**src/rtl/tron_fb_pkg.sv**
```systemverilog
// Shared frame-buffer geometry, colors and helpers for the Tron display path.
// One 16-bit RAM word per 4-bit pixel, row-major at 640 words per line.
package tron_fb_pkg;

    localparam int H_RES    = 640;
    localparam int V_RES    = 480;
    localparam int FB_WORDS = 307200;
    localparam int FB_AW    = 19;

    typedef enum logic [3:0] {
        BLACK  = 4'h0,
        RED    = 4'h1,
        BLUE   = 4'h2,
        YELLOW = 4'h3,
        WHITE  = 4'hF
    } color_t;

    typedef enum logic [0:0] {
        IDLE  = 1'b0,
        CLEAR = 1'b1
    } fbw_state_t;

    // y*640 + x using shifts only: 640 = 512 + 128.
    function automatic logic [FB_AW-1:0] fb_pixel_addr(input logic [9:0] x, input logic [9:0] y);
        logic [FB_AW-1:0] x_w;
        logic [FB_AW-1:0] y_w;
        x_w = {9'd0, x};
        y_w = {9'd0, y};
        return (y_w << 4'd9) + (y_w << 4'd7) + x_w;
    endfunction

endpackage

```
**src/rtl/fb_write_arbiter_if.sv**
```systemverilog
// Bundle between the bike/game-logic side and the frame RAM write port.
// master = requesters and clear trigger, slave = the write arbiter.
interface fb_write_arbiter_if;
    import tron_fb_pkg::*;

    logic             clear_start;
    logic [1:0]       req;
    logic [9:0]       x0;
    logic [9:0]       x1;
    logic [9:0]       y0;
    logic [9:0]       y1;
    logic [3:0]       color0;
    logic [3:0]       color1;
    logic [1:0]       ack;
    logic             range_err;
    logic             WE;
    logic [FB_AW-1:0] write_address;
    logic [15:0]      Data_In;
    logic             busy;
    logic             clear_done;

    modport master (
        output clear_start, req, x0, x1, y0, y1, color0, color1,
        input  ack, range_err, WE, write_address, Data_In, busy, clear_done
    );

    modport slave (
        input  clear_start, req, x0, x1, y0, y1, color0, color1,
        output ack, range_err, WE, write_address, Data_In, busy, clear_done
    );

endinterface

```
**src/rtl/fb_clear_seq.sv**
```systemverilog
// Full-screen clear address counter. cnt_r is the address currently on the bus;
// addr is the next one to issue and last flags the final word while active.
module fb_clear_seq
    import tron_fb_pkg::*;
#(
    parameter int unsigned WORDS = FB_WORDS
)(
    input  logic             Clk,
    input  logic             Reset,
    input  logic             start,
    input  logic             active,
    output logic [FB_AW-1:0] addr,
    output logic             last
);

    localparam logic [FB_AW-1:0] LAST_ADDR = FB_AW'(WORDS - 32'd1);
    localparam logic [FB_AW-1:0] ONE       = 19'd1;

    logic [FB_AW-1:0] cnt_r;

    // Counter: loads zero on start, advances once per clear cycle.
    always_ff @(posedge Clk) begin
        if (!Reset) begin
            cnt_r <= 19'd0;
        end else if (start) begin
            cnt_r <= 19'd0;
        end else if (active) begin
            cnt_r <= cnt_r + ONE;
        end else begin
            cnt_r <= cnt_r;
        end
    end

    assign addr = cnt_r + ONE;
    assign last = active && (cnt_r == LAST_ADDR);

endmodule

```
**src/rtl/fb_write_arbiter.sv**
```systemverilog
// Frame RAM write-port arbiter: round-robin between two bike writers, with a
// full-screen clear sequence that takes priority and locks the bikes out.
module fb_write_arbiter #(
    parameter int unsigned H_RES       = 32'd640,
    parameter int unsigned V_RES       = 32'd480,
    parameter logic [3:0]  CLEAR_COLOR = 4'h0,
    parameter int unsigned CLEAR_WORDS = tron_fb_pkg::FB_WORDS
)(
    input  logic Clk,
    input  logic Reset,
    fb_write_arbiter_if.slave bus
);
    import tron_fb_pkg::*;

    localparam logic [9:0]  X_LIM      = 10'(H_RES);
    localparam logic [9:0]  Y_LIM      = 10'(V_RES);
    localparam logic [15:0] CLEAR_WORD = {12'h000, CLEAR_COLOR};

    fbw_state_t       state_r;
    fbw_state_t       state_nxt_s;
    logic             ptr_r;
    logic             ptr_nxt_s;
    logic [1:0]       ack_r;
    logic [1:0]       ack_nxt_s;
    logic             we_r;
    logic             we_nxt_s;
    logic [FB_AW-1:0] addr_r;
    logic [FB_AW-1:0] addr_nxt_s;
    logic [15:0]      data_r;
    logic [15:0]      data_nxt_s;
    logic             rerr_r;
    logic             rerr_nxt_s;
    logic             busy_r;
    logic             busy_nxt_s;
    logic             done_r;
    logic             done_nxt_s;

    logic [1:0]       elig_s;
    logic             grant_vld_s;
    logic             grant_idx_s;
    logic [9:0]       sel_x_s;
    logic [9:0]       sel_y_s;
    logic [3:0]       sel_color_s;
    logic             in_range_s;
    logic [FB_AW-1:0] pix_addr_s;

    logic             seq_start_s;
    logic             seq_active_s;
    logic             seq_last_s;
    logic [FB_AW-1:0] seq_addr_s;

    assign seq_start_s  = (state_r == IDLE) && bus.clear_start;
    assign seq_active_s = (state_r == CLEAR);

    fb_clear_seq #(
        .WORDS (CLEAR_WORDS)
    ) u_clear_seq (
        .Clk    (Clk),
        .Reset  (Reset),
        .start  (seq_start_s),
        .active (seq_active_s),
        .addr   (seq_addr_s),
        .last   (seq_last_s)
    );

    // Arbitration: a bike in its ack cycle is not eligible, so a lone requester
    // gets at most every other cycle and two requesters alternate.
    always_comb begin
        elig_s      = bus.req & ~ack_r;
        grant_vld_s = |elig_s;
        if (elig_s == 2'b11) begin
            grant_idx_s = ptr_r;
        end else if (elig_s[1]) begin
            grant_idx_s = 1'b1;
        end else begin
            grant_idx_s = 1'b0;
        end
        if (grant_idx_s) begin
            sel_x_s     = bus.x1;
            sel_y_s     = bus.y1;
            sel_color_s = bus.color1;
        end else begin
            sel_x_s     = bus.x0;
            sel_y_s     = bus.y0;
            sel_color_s = bus.color0;
        end
        in_range_s = (sel_x_s < X_LIM) && (sel_y_s < Y_LIM);
        pix_addr_s = fb_pixel_addr(sel_x_s, sel_y_s);
    end

    // State register.
    always_ff @(posedge Clk) begin
        if (!Reset) begin
            state_r <= IDLE;
            ptr_r   <= 1'b0;
        end else begin
            state_r <= state_nxt_s;
            ptr_r   <= ptr_nxt_s;
        end
    end

    // Next-state logic; clear_start mid-clear is deliberately not looked at.
    always_comb begin
        state_nxt_s = state_r;
        case (state_r)
            IDLE: begin
                if (bus.clear_start) begin
                    state_nxt_s = CLEAR;
                end else begin
                    state_nxt_s = IDLE;
                end
            end
            CLEAR: begin
                if (seq_last_s) begin
                    state_nxt_s = IDLE;
                end else begin
                    state_nxt_s = CLEAR;
                end
            end
            default: state_nxt_s = IDLE;
        endcase
    end

    // Output logic: next values for the registered RAM port and status pulses.
    always_comb begin
        ack_nxt_s  = 2'b00;
        we_nxt_s   = 1'b0;
        rerr_nxt_s = 1'b0;
        busy_nxt_s = 1'b0;
        done_nxt_s = 1'b0;
        addr_nxt_s = addr_r;
        data_nxt_s = data_r;
        ptr_nxt_s  = ptr_r;
        case (state_r)
            IDLE: begin
                if (bus.clear_start) begin
                    we_nxt_s   = 1'b1;
                    addr_nxt_s = 19'd0;
                    data_nxt_s = CLEAR_WORD;
                    busy_nxt_s = 1'b1;
                end else if (grant_vld_s) begin
                    ack_nxt_s = grant_idx_s ? 2'b10 : 2'b01;
                    ptr_nxt_s = ~grant_idx_s;
                    if (in_range_s) begin
                        we_nxt_s   = 1'b1;
                        addr_nxt_s = pix_addr_s;
                        data_nxt_s = {12'h000, sel_color_s};
                    end else begin
                        rerr_nxt_s = 1'b1;
                    end
                end else begin
                    ack_nxt_s = 2'b00;
                end
            end
            CLEAR: begin
                if (seq_last_s) begin
                    done_nxt_s = 1'b1;
                end else begin
                    we_nxt_s   = 1'b1;
                    addr_nxt_s = seq_addr_s;
                    data_nxt_s = CLEAR_WORD;
                    busy_nxt_s = 1'b1;
                end
            end
            default: begin
                ack_nxt_s = 2'b00;
            end
        endcase
    end

    // Output registers.
    always_ff @(posedge Clk) begin
        if (!Reset) begin
            ack_r  <= 2'b00;
            we_r   <= 1'b0;
            addr_r <= 19'd0;
            data_r <= 16'h0000;
            rerr_r <= 1'b0;
            busy_r <= 1'b0;
            done_r <= 1'b0;
        end else begin
            ack_r  <= ack_nxt_s;
            we_r   <= we_nxt_s;
            addr_r <= addr_nxt_s;
            data_r <= data_nxt_s;
            rerr_r <= rerr_nxt_s;
            busy_r <= busy_nxt_s;
            done_r <= done_nxt_s;
        end
    end

    assign bus.ack           = ack_r;
    assign bus.WE            = we_r;
    assign bus.write_address = addr_r;
    assign bus.Data_In       = data_r;
    assign bus.range_err     = rerr_r;
    assign bus.busy          = busy_r;
    assign bus.clear_done    = done_r;

endmodule

```
**src/flat_wrapper.sv**
```systemverilog
// flat-port wrapper written by rule: the top's interface ports become plain ports
module fb_write_arbiter_flat import tron_fb_pkg::*;
#(
    parameter int unsigned H_RES       = 32'd640,
    parameter int unsigned V_RES       = 32'd480,
    parameter logic [3:0]  CLEAR_COLOR = 4'h0,
    parameter int unsigned CLEAR_WORDS = tron_fb_pkg::FB_WORDS
)
  (Clk, Reset, bus_clear_start, bus_req, bus_x0, bus_x1, bus_y0, bus_y1, bus_color0, bus_color1, bus_ack, bus_range_err, bus_WE, bus_write_address, bus_Data_In, bus_busy, bus_clear_done);
  fb_write_arbiter_if bus_i ();
  input  logic Clk;
  input  logic Reset;
  input wire logic [$bits(bus_i.clear_start)-1:0] bus_clear_start;
  input wire logic [$bits(bus_i.req)-1:0] bus_req;
  input wire logic [$bits(bus_i.x0)-1:0] bus_x0;
  input wire logic [$bits(bus_i.x1)-1:0] bus_x1;
  input wire logic [$bits(bus_i.y0)-1:0] bus_y0;
  input wire logic [$bits(bus_i.y1)-1:0] bus_y1;
  input wire logic [$bits(bus_i.color0)-1:0] bus_color0;
  input wire logic [$bits(bus_i.color1)-1:0] bus_color1;
  output wire logic [$bits(bus_i.ack)-1:0] bus_ack;
  output wire logic [$bits(bus_i.range_err)-1:0] bus_range_err;
  output wire logic [$bits(bus_i.WE)-1:0] bus_WE;
  output wire logic [$bits(bus_i.write_address)-1:0] bus_write_address;
  output wire logic [$bits(bus_i.Data_In)-1:0] bus_Data_In;
  output wire logic [$bits(bus_i.busy)-1:0] bus_busy;
  output wire logic [$bits(bus_i.clear_done)-1:0] bus_clear_done;
  assign bus_i.clear_start = bus_clear_start;
  assign bus_i.req = bus_req;
  assign bus_i.x0 = bus_x0;
  assign bus_i.x1 = bus_x1;
  assign bus_i.y0 = bus_y0;
  assign bus_i.y1 = bus_y1;
  assign bus_i.color0 = bus_color0;
  assign bus_i.color1 = bus_color1;
  assign bus_ack = bus_i.ack;
  assign bus_range_err = bus_i.range_err;
  assign bus_WE = bus_i.WE;
  assign bus_write_address = bus_i.write_address;
  assign bus_Data_In = bus_i.Data_In;
  assign bus_busy = bus_i.busy;
  assign bus_clear_done = bus_i.clear_done;
  fb_write_arbiter #(.H_RES(H_RES), .V_RES(V_RES), .CLEAR_COLOR(CLEAR_COLOR), .CLEAR_WORDS(CLEAR_WORDS)) u_core (.Clk(Clk), .Reset(Reset), .bus(bus_i));
endmodule
```
**config.mk**
```make
export PLATFORM = sky130hd
export DESIGN_NAME = fb_write_arbiter_flat
export DESIGN_NICKNAME = d
export VERILOG_FILES = /design/src/rtl/tron_fb_pkg.sv /design/src/rtl/fb_write_arbiter_if.sv /design/src/rtl/fb_clear_seq.sv /design/src/rtl/fb_write_arbiter.sv /design/src/flat_wrapper.sv
export SDC_FILE = /design/constraint.sdc
export NUM_CORES = 1
export LEC_CHECK = 0
export CORE_MARGIN = 10
export CORE_UTILIZATION = 44
export CTS_CLUSTER_DIAMETER = 80
export DETAILED_ROUTE_END_ITERATION = 8
export PLACE_DENSITY = 0.81
export SYNTH_ARGS = -nofsm -noshare
export SYNTH_HDL_FRONTEND = slang
export SYNTH_SLANG_ARGS = --single-unit
```
**constraint.sdc**
```tcl
create_clock -name Clk -period 3.58 [get_ports Clk]
set_input_delay 0.716 -clock Clk [delete_from_list [all_inputs] [get_ports Clk]]
set_output_delay 0.716 -clock Clk [all_outputs]
set_load 0.01 [all_outputs]
```
After elaboration in Yosys (flattened, before gate mapping). Cells that the tools add are included.

Flip-flop bits (word level): 61. Bits in latches: 0. Bits in writable memories: 0. Bits in read-only memories: 0. Word-level logic and storage cells: 60. Memories: 0.

Add/sub/neg operators: 3. Multipliers: 0. Div/mod/pow operators: 0. Order comparisons: 2. Eq/ne operators: 5. Shifts and indexed selects: 0. Muxes and demuxes: 25. Bitwise operators: 7. Reductions and logical operators: 9.

Operators by type and width (count): 19-bit two-way mux (4); 16-bit two-way mux (4); 19-bit one-hot mux with 2 select lines (1); 16-bit one-hot mux with 2 select lines (1); 10-bit two-way mux (2); 19-bit by 1-bit adder with 19-bit output, second input constant (1); 19-bit by 10-bit adder with 19-bit output (1); 19-bit by 17-bit adder with 19-bit output (1); 19-bit equality test, second input constant (1); 10-bit less-than comparator, second input constant (1); 10-bit by 9-bit less-than comparator with 1-bit output, second input constant (1); 1-bit two-way mux (9); 3-bit by 2-bit inequality test with 1-bit output, second input constant (2); 3-bit AND reduction (2); 1-bit NOT (5); 4-bit two-way mux (1); 1-bit one-hot mux with 2 select lines (2); 2-bit OR reduction (2); 4-bit OR reduction (1); 1-bit logical AND (3); 2-bit AND (1); 2-bit equality test, second input constant (1); 2-bit two-way mux (1); 2-bit inequality test, second input constant (1); other kinds (2) (2).

Depth between registers and ports, before layout.
Depth after elaboration: 11. Mapped depth: 16. Mapped depth without buffers: 14.

Cells and area by module. Synthesis repeated with hierarchy kept, for this count alone.

Cell total of the unflattened synthesis: 442. Area total of the unflattened synthesis: 3508.4 µm².

Modules (own cells, without submodules): fb_write_arbiter (times used 1, cells each 296, area an instance 2326.0 µm², seq. area each 600.6 µm²); fb_clear_seq (times used 1, cells each 146, area an instance 1182.4 µm², seq. area each 380.4 µm²).

Worst setup path before layout. Ideal clock, no wire load.

Path kind: input-to-reg. From: input bus_req[0]. To: register u_core.addr_r[15] (netlist: u_core.bus.write_address[15]). Data arrival time: 3667 ps. Data required time: 3456 ps. Slack: -211 ps. Cell stages on the path: 15. Path buffers: 1. Cell sequence: or3b_4 nand2_1 buf_2 nand2_1 nand2_1 inv_1 fa_1 inv_1 ha_1 a211oi_1 o21bai_1 a21oi_1 o21ai_0 a221oi_1 a21oi_1.

Cells in the longest elaborated chain, start to end: 10.

RTL lines: start, declared (RTL line flat_wrapper.sv:14) `input wire logic [$bits(bus_i.req)-1:0] bus_req;`; 2-bit AND (*) (RTL line fb_write_arbiter.sv:69) `elig_s = bus.req & ~ack_r;`; 2-bit equality test (RTL line fb_write_arbiter.sv:71) `if (elig_s == 2'b11) begin`; 1-bit two-way mux (RTL line fb_write_arbiter.sv:71); 10-bit two-way mux (RTL line fb_write_arbiter.sv:78) `if (grant_idx_s) begin`; 19-bit by 17-bit adder with 19-bit output (RTL line tron_fb_pkg.sv:29) `return (y_w << 4'd9) + (y_w << 4'd7) + x_w;`; 19-bit by 10-bit adder with 19-bit output (RTL line tron_fb_pkg.sv:29); 19-bit two-way mux (RTL line fb_write_arbiter.sv:144) `if (in_range_s) begin`; 19-bit two-way mux (RTL line fb_write_arbiter.sv:141) `end else if (grant_vld_s) begin`; 19-bit two-way mux (RTL line fb_write_arbiter.sv:136) `if (bus.clear_start) begin`; 19-bit one-hot mux with 2 select lines (RTL line fb_write_arbiter.sv:134) `case (state_r)`; end signal, assigned (RTL line fb_write_arbiter.sv:184) `addr_r <= addr_nxt_s;`; end, declared (RTL line fb_write_arbiter.sv:27) `logic [FB_AW-1:0] addr_r;`.

Mark *: on every way between the ends. The rest lies on a longest branch, timed or not. The select of a mux whose other input is x is not followed. A chain may end at the register's enable or synchronous reset.

Worst setup path in the final report.
From: input bus_req[1]. To: register u_core.addr_r[18] (netlist: u_core.bus.write_address[18]).

Cells in the longest elaborated chain, start to end: 10.

RTL lines (RTL line): 2-bit AND (*) (fb_write_arbiter.sv:69); 2-bit equality test or 1-bit two-way mux (tied branches) (fb_write_arbiter.sv:71, fb_write_arbiter.sv:73); 1-bit two-way mux (fb_write_arbiter.sv:71); 10-bit two-way mux (fb_write_arbiter.sv:78); 19-bit by 17-bit adder with 19-bit output (tron_fb_pkg.sv:29); 19-bit by 10-bit adder with 19-bit output (tron_fb_pkg.sv:29); 19-bit two-way mux (fb_write_arbiter.sv:144); 19-bit two-way mux (fb_write_arbiter.sv:141); 19-bit two-way mux (fb_write_arbiter.sv:136); 19-bit one-hot mux with 2 select lines (fb_write_arbiter.sv:134).

Marked as above.

==> flow_results.org <==
** Hold path
- The worst hold path passes through 2 cells.
- In this run the most critical hold path is launched from u_core.u_clear_seq.cnt_r[1].
- The worst hold path belongs to the class flip-flop to flip-flop.

** Cells and area
- In the layout the commonest cells are sky130_fd_sc_hd__clkdlybuf4s50_1, sky130_fd_sc_hd__nand2_1, sky130_fd_sc_hd__dfxtp_1, sky130_fd_sc_hd__buf_4, sky130_fd_sc_hd__nor2_1.
- Leaving out fill and tap cells, the most frequent cell in the layout is sky130_fd_sc_hd__clkdlybuf4s50_1.
- Utilization after layout :: 0.616
- In the final layout, the share of cells above drive strength 1 is 0.164.
- The layout has 662 filler cells.
- Final-stage net count :: 617
- From synthesis to final layout, the design area changed by 37.9%.
- Count of antenna diodes in the layout :: 0
- Registers take 981 sq um.
- Summing all multi-input logic gate instances after layout gives 2310 sq um.

** Place
- GPL Wtd Cong :: 0.923
- During placement, the flow inserted port buffers numbering 81.
- HPWL after detailed placement :: 7.67 mm

** Global routing
- The first global-routing pass estimated 15.7 mm of wire.
- Total gr overflow :: 0
- The number of global-route vias before repair is 3302.
- GRT Util Overall :: 0.160
- Maximum number of pins on one net before global-route repair :: 27
- Number of antenna violations at the first check in global routing :: 0

** Logic synthesis
- Synth Instances :: 434
- After synthesis, the cell types taking the most area are sky130_fd_sc_hd__dfxtp_1, sky130_fd_sc_hd__nand2_1, sky130_fd_sc_hd__ha_1, sky130_fd_sc_hd__xnor2_1, sky130_fd_sc_hd__nor2_1.
- After synthesis, the netlist uses 57 different library cells.
- Count of state elements after synthesis :: 49
- Yosys top cell area share :: 0.287
- Top cell type by total area after synthesis :: sky130_fd_sc_hd__dfxtp_1
- Post-synthesis async set-or-reset flop share :: 0
- Mean instance size in the synthesized netlist :: 7.86 sq um
- Commonest register cell after synthesis :: sky130_fd_sc_hd__dfxtp_1
- After synthesis the cells add up to 3410 sq um.
- Sequential-to-total area share from yosys stat :: 0.287
- Counting flops with a built-in enable in the synthesized netlist gives 0.
- The Yosys step of the flow raised 0 warnings.

** Clock tree
- CTS Root Cell :: sky130_fd_sc_hd__clkbuf_8
- The number of clock buffers added by TritonCTS is 5.
- The later pin in the worst-skew pair is clocked with a latency of 0.31 ns.
- The H-tree generated during clock tree synthesis spans 2 levels.
- Clock-pin slew was measured on the worst setup and hold paths at 0.08 ns.
- For this design, the sink count on the clock tree is 49.
- Maximum number of buffers from clock root to sink :: 2
- TritonCTS built the clock tree.

** Setup path
- Required time of the critical path :: 3.76 ns
- CP max FO :: 9
- Beginning of the critical path :: bus_req[1]
- WP data arrival :: 3.65 ns
- Setup CP Type :: primary input to flip-flop
- The worst setup path is captured at a flip-flop.
- STA classifies the critical path startpoint as a primary input.
- Beginning of the worst register-to-register path :: u_core.ptr_r
- The number of cells on the worst reg-to-reg path is 11.
- For flop-to-flop paths, the worst setup slack is 0.43 ns.

** Run status
- Run status :: complete, no violations

** Timing
- Final slew viol count :: 0
- Number of setup violations in the final report :: 0
- Setup clock skew after layout :: 0.0187 ns
- Final hold violation count :: 0
- Fin crit period :: 3.47 ns
- For the pin with the worst max-slew slack, the measured transition is 0.619 ns.
- Period Utilization, post-route :: 0.969
- Headroom to the max-slew limit came out at 0.587.
- Based on the critical path, the design can be clocked at up to 0.288 GHz.
- Setup Total Neg Slack :: 0 ns

** Routing
- Average routed wire per standard cell :: 15.4 um
- Number of DRC violations after detailed-routing iteration 0 :: 187
- Once detail routing completed, the nets flagged for antenna violations numbered 0.
- Via count :: 3370
- The final layout contains routed wiring with a total length of 9.94 mm.
- Pre-antenna DRT Iters :: 4
- Remaining routing DRC violations :: 0
- In the routed layout, each cell is associated on average with a via count of 5.23.

** Die
- The die is 108 um tall.
- For this configuration, the core starts out at a cell density of 0.446.
- 94 I/O pins were placed.
- Floorplan die width :: 108 um
- The floorplan step defined a die boundary enclosing 11700 sq um.
- The region available for standard cell placement spans 7650 sq um.
- Floorplan row count :: 32

** Run
- The tool flagged a number of max-cap violations equal to 0.

** Power
- Summed over all cells, the static leakage comes to 0.00194 uW.
- Maximum ir drop on the vdd rail :: 0.000167 V
- Dividing total power by cell area gives a power density of 337 nW/um^2.
-- final timing paths --
path                                                      to
worst max-delay path            u_core.bus.write_address[18]
worst min-delay path             u_core.u_clear_seq.cnt_r[1]
worst max register to register  u_core.bus.write_address[18]
worst min register to register   u_core.u_clear_seq.cnt_r[1]
-- report_power, final --
group / internal, uW / switching (uW) / total [uW]
Clock: 136 / 181 / 317
Combinational: 351 / 319 / 670
Sequential: 576 / 23.1 / 599
Total: 1060 / 524 / 1590
-- area by class of cell --
class,instances,area share
multi-input cells,349,0.491
repair buffers,126,0.247
flip-flops and latches,49,0.208
well taps,102,0.0271
clock buffers,6,0.0154
inverters,11,0.00877
clock inverters,1,0.00186
-- metal layers --
metal / wire [um] / GRT usage / vias up
li1: - / - / 1707
met4: 137 / 0.0372 / 0
met3: 638 / 0.0375 / 14
met2: 4940 / 0.278 / 94
met1: 4230 / 0.193 / 1555
met5: 0 / 0 / -
-- cells by family after synthesis --
logic type	Yosys count	share of synthesized area
compound gates	100	0.205
buf+inv	47	0.0751
flops	49	0.287
simple gates	173	0.235
fa+ha+maj	22	0.0850
xor+xnor	34	0.0872
mux	8	0.0235
other cells	1	0.00110
-- flip-flops by register name, summed over array words and instances, names as in the netlist --
register	cells
u_core.bus.write_address	19
u_core.u_clear_seq.cnt_r	19
u_core.bus.Data_In	4
u_core.bus.ack	2
u_core.bus.WE	1
u_core.bus.clear_done	1
u_core.bus.range_err	1
u_core.ptr_r	1
u_core.seq_active_s	1
-- through the flow --
stage | setup slack (ns) | cells | instance area (sq um) | hold slack [ns] | power (uW)
2_1_floorplan | 0.0228 | 445 | 3480 | 0.457 | 961
6_report | 0.109 | 644 | 4710 | 0.494 | 1590
3_3_place_gp | -0.409 | 633 | 4520 | 0.468 | 1210
5_1_grt | -0.0477 | 644 | 4710 | 0.528 | 1680
4_1_cts | 0.0202 | 643 | 4660 | 0.496 | 1570
3_5_place_dp | -0.515 | 633 | 4520 | 0.484 | 1230
-- synthesized netlist by cell type, types with 3 or more instances --
library cell and number:
sky130_fd_sc_hd__inv_1 11, sky130_fd_sc_hd__clkbuf_1 12, sky130_fd_sc_hd__nor2_1 41, sky130_fd_sc_hd__a21oi_1 30
sky130_fd_sc_hd__and2_1 3, sky130_fd_sc_hd__dfxtp_1 49, sky130_fd_sc_hd__nand2_1 72, sky130_fd_sc_hd__and3_1 4
sky130_fd_sc_hd__a211oi_2 6, sky130_fd_sc_hd__or3_1 5, sky130_fd_sc_hd__o21bai_1 3, sky130_fd_sc_hd__nor2_2 5
sky130_fd_sc_hd__nand3_1 15, sky130_fd_sc_hd__a22oi_1 4, sky130_fd_sc_hd__xor2_1 15, sky130_fd_sc_hd__buf_2 7
sky130_fd_sc_hd__a21o_1 3, sky130_fd_sc_hd__o211a_1 4, sky130_fd_sc_hd__ha_1 20, sky130_fd_sc_hd__and4_1 4
sky130_fd_sc_hd__xnor2_1 19, sky130_fd_sc_hd__o21ai_0 24, sky130_fd_sc_hd__mux2i_1 8, sky130_fd_sc_hd__nor3_1 3
sky130_fd_sc_hd__buf_4 12, sky130_fd_sc_hd__nand4_1 9, sky130_fd_sc_hd__a211oi_1 5
-- critical path, cell delays in order --
cell	delay [ns]
sky130_fd_sc_hd__clkdlybuf4s50_1	0.48
sky130_fd_sc_hd__nor2b_4	0.18
sky130_fd_sc_hd__nand2_4	0.08
sky130_fd_sc_hd__buf_6	0.14
sky130_fd_sc_hd__nand2_1	0.06
sky130_fd_sc_hd__nand2_1	0.07
sky130_fd_sc_hd__ha_1	0.30
sky130_fd_sc_hd__ha_2	0.18
sky130_fd_sc_hd__inv_1	0.06
sky130_fd_sc_hd__fa_2	0.39
sky130_fd_sc_hd__nor2b_4	0.17
sky130_fd_sc_hd__o31a_1	0.15
sky130_fd_sc_hd__nor3_1	0.07
sky130_fd_sc_hd__or3b_2	0.46
sky130_fd_sc_hd__nand3_2	0.08
sky130_fd_sc_hd__a31oi_1	0.07
-- timing repair --
action / in CTS / in global routing
pin swaps: 8 / 3
setup endpoints to repair: 6 / 7
resized for setup: 9 / 12
hold buffers: 0 / 0
buffers inserted: 3 / 1
Power figures use the tool's default switching activity.
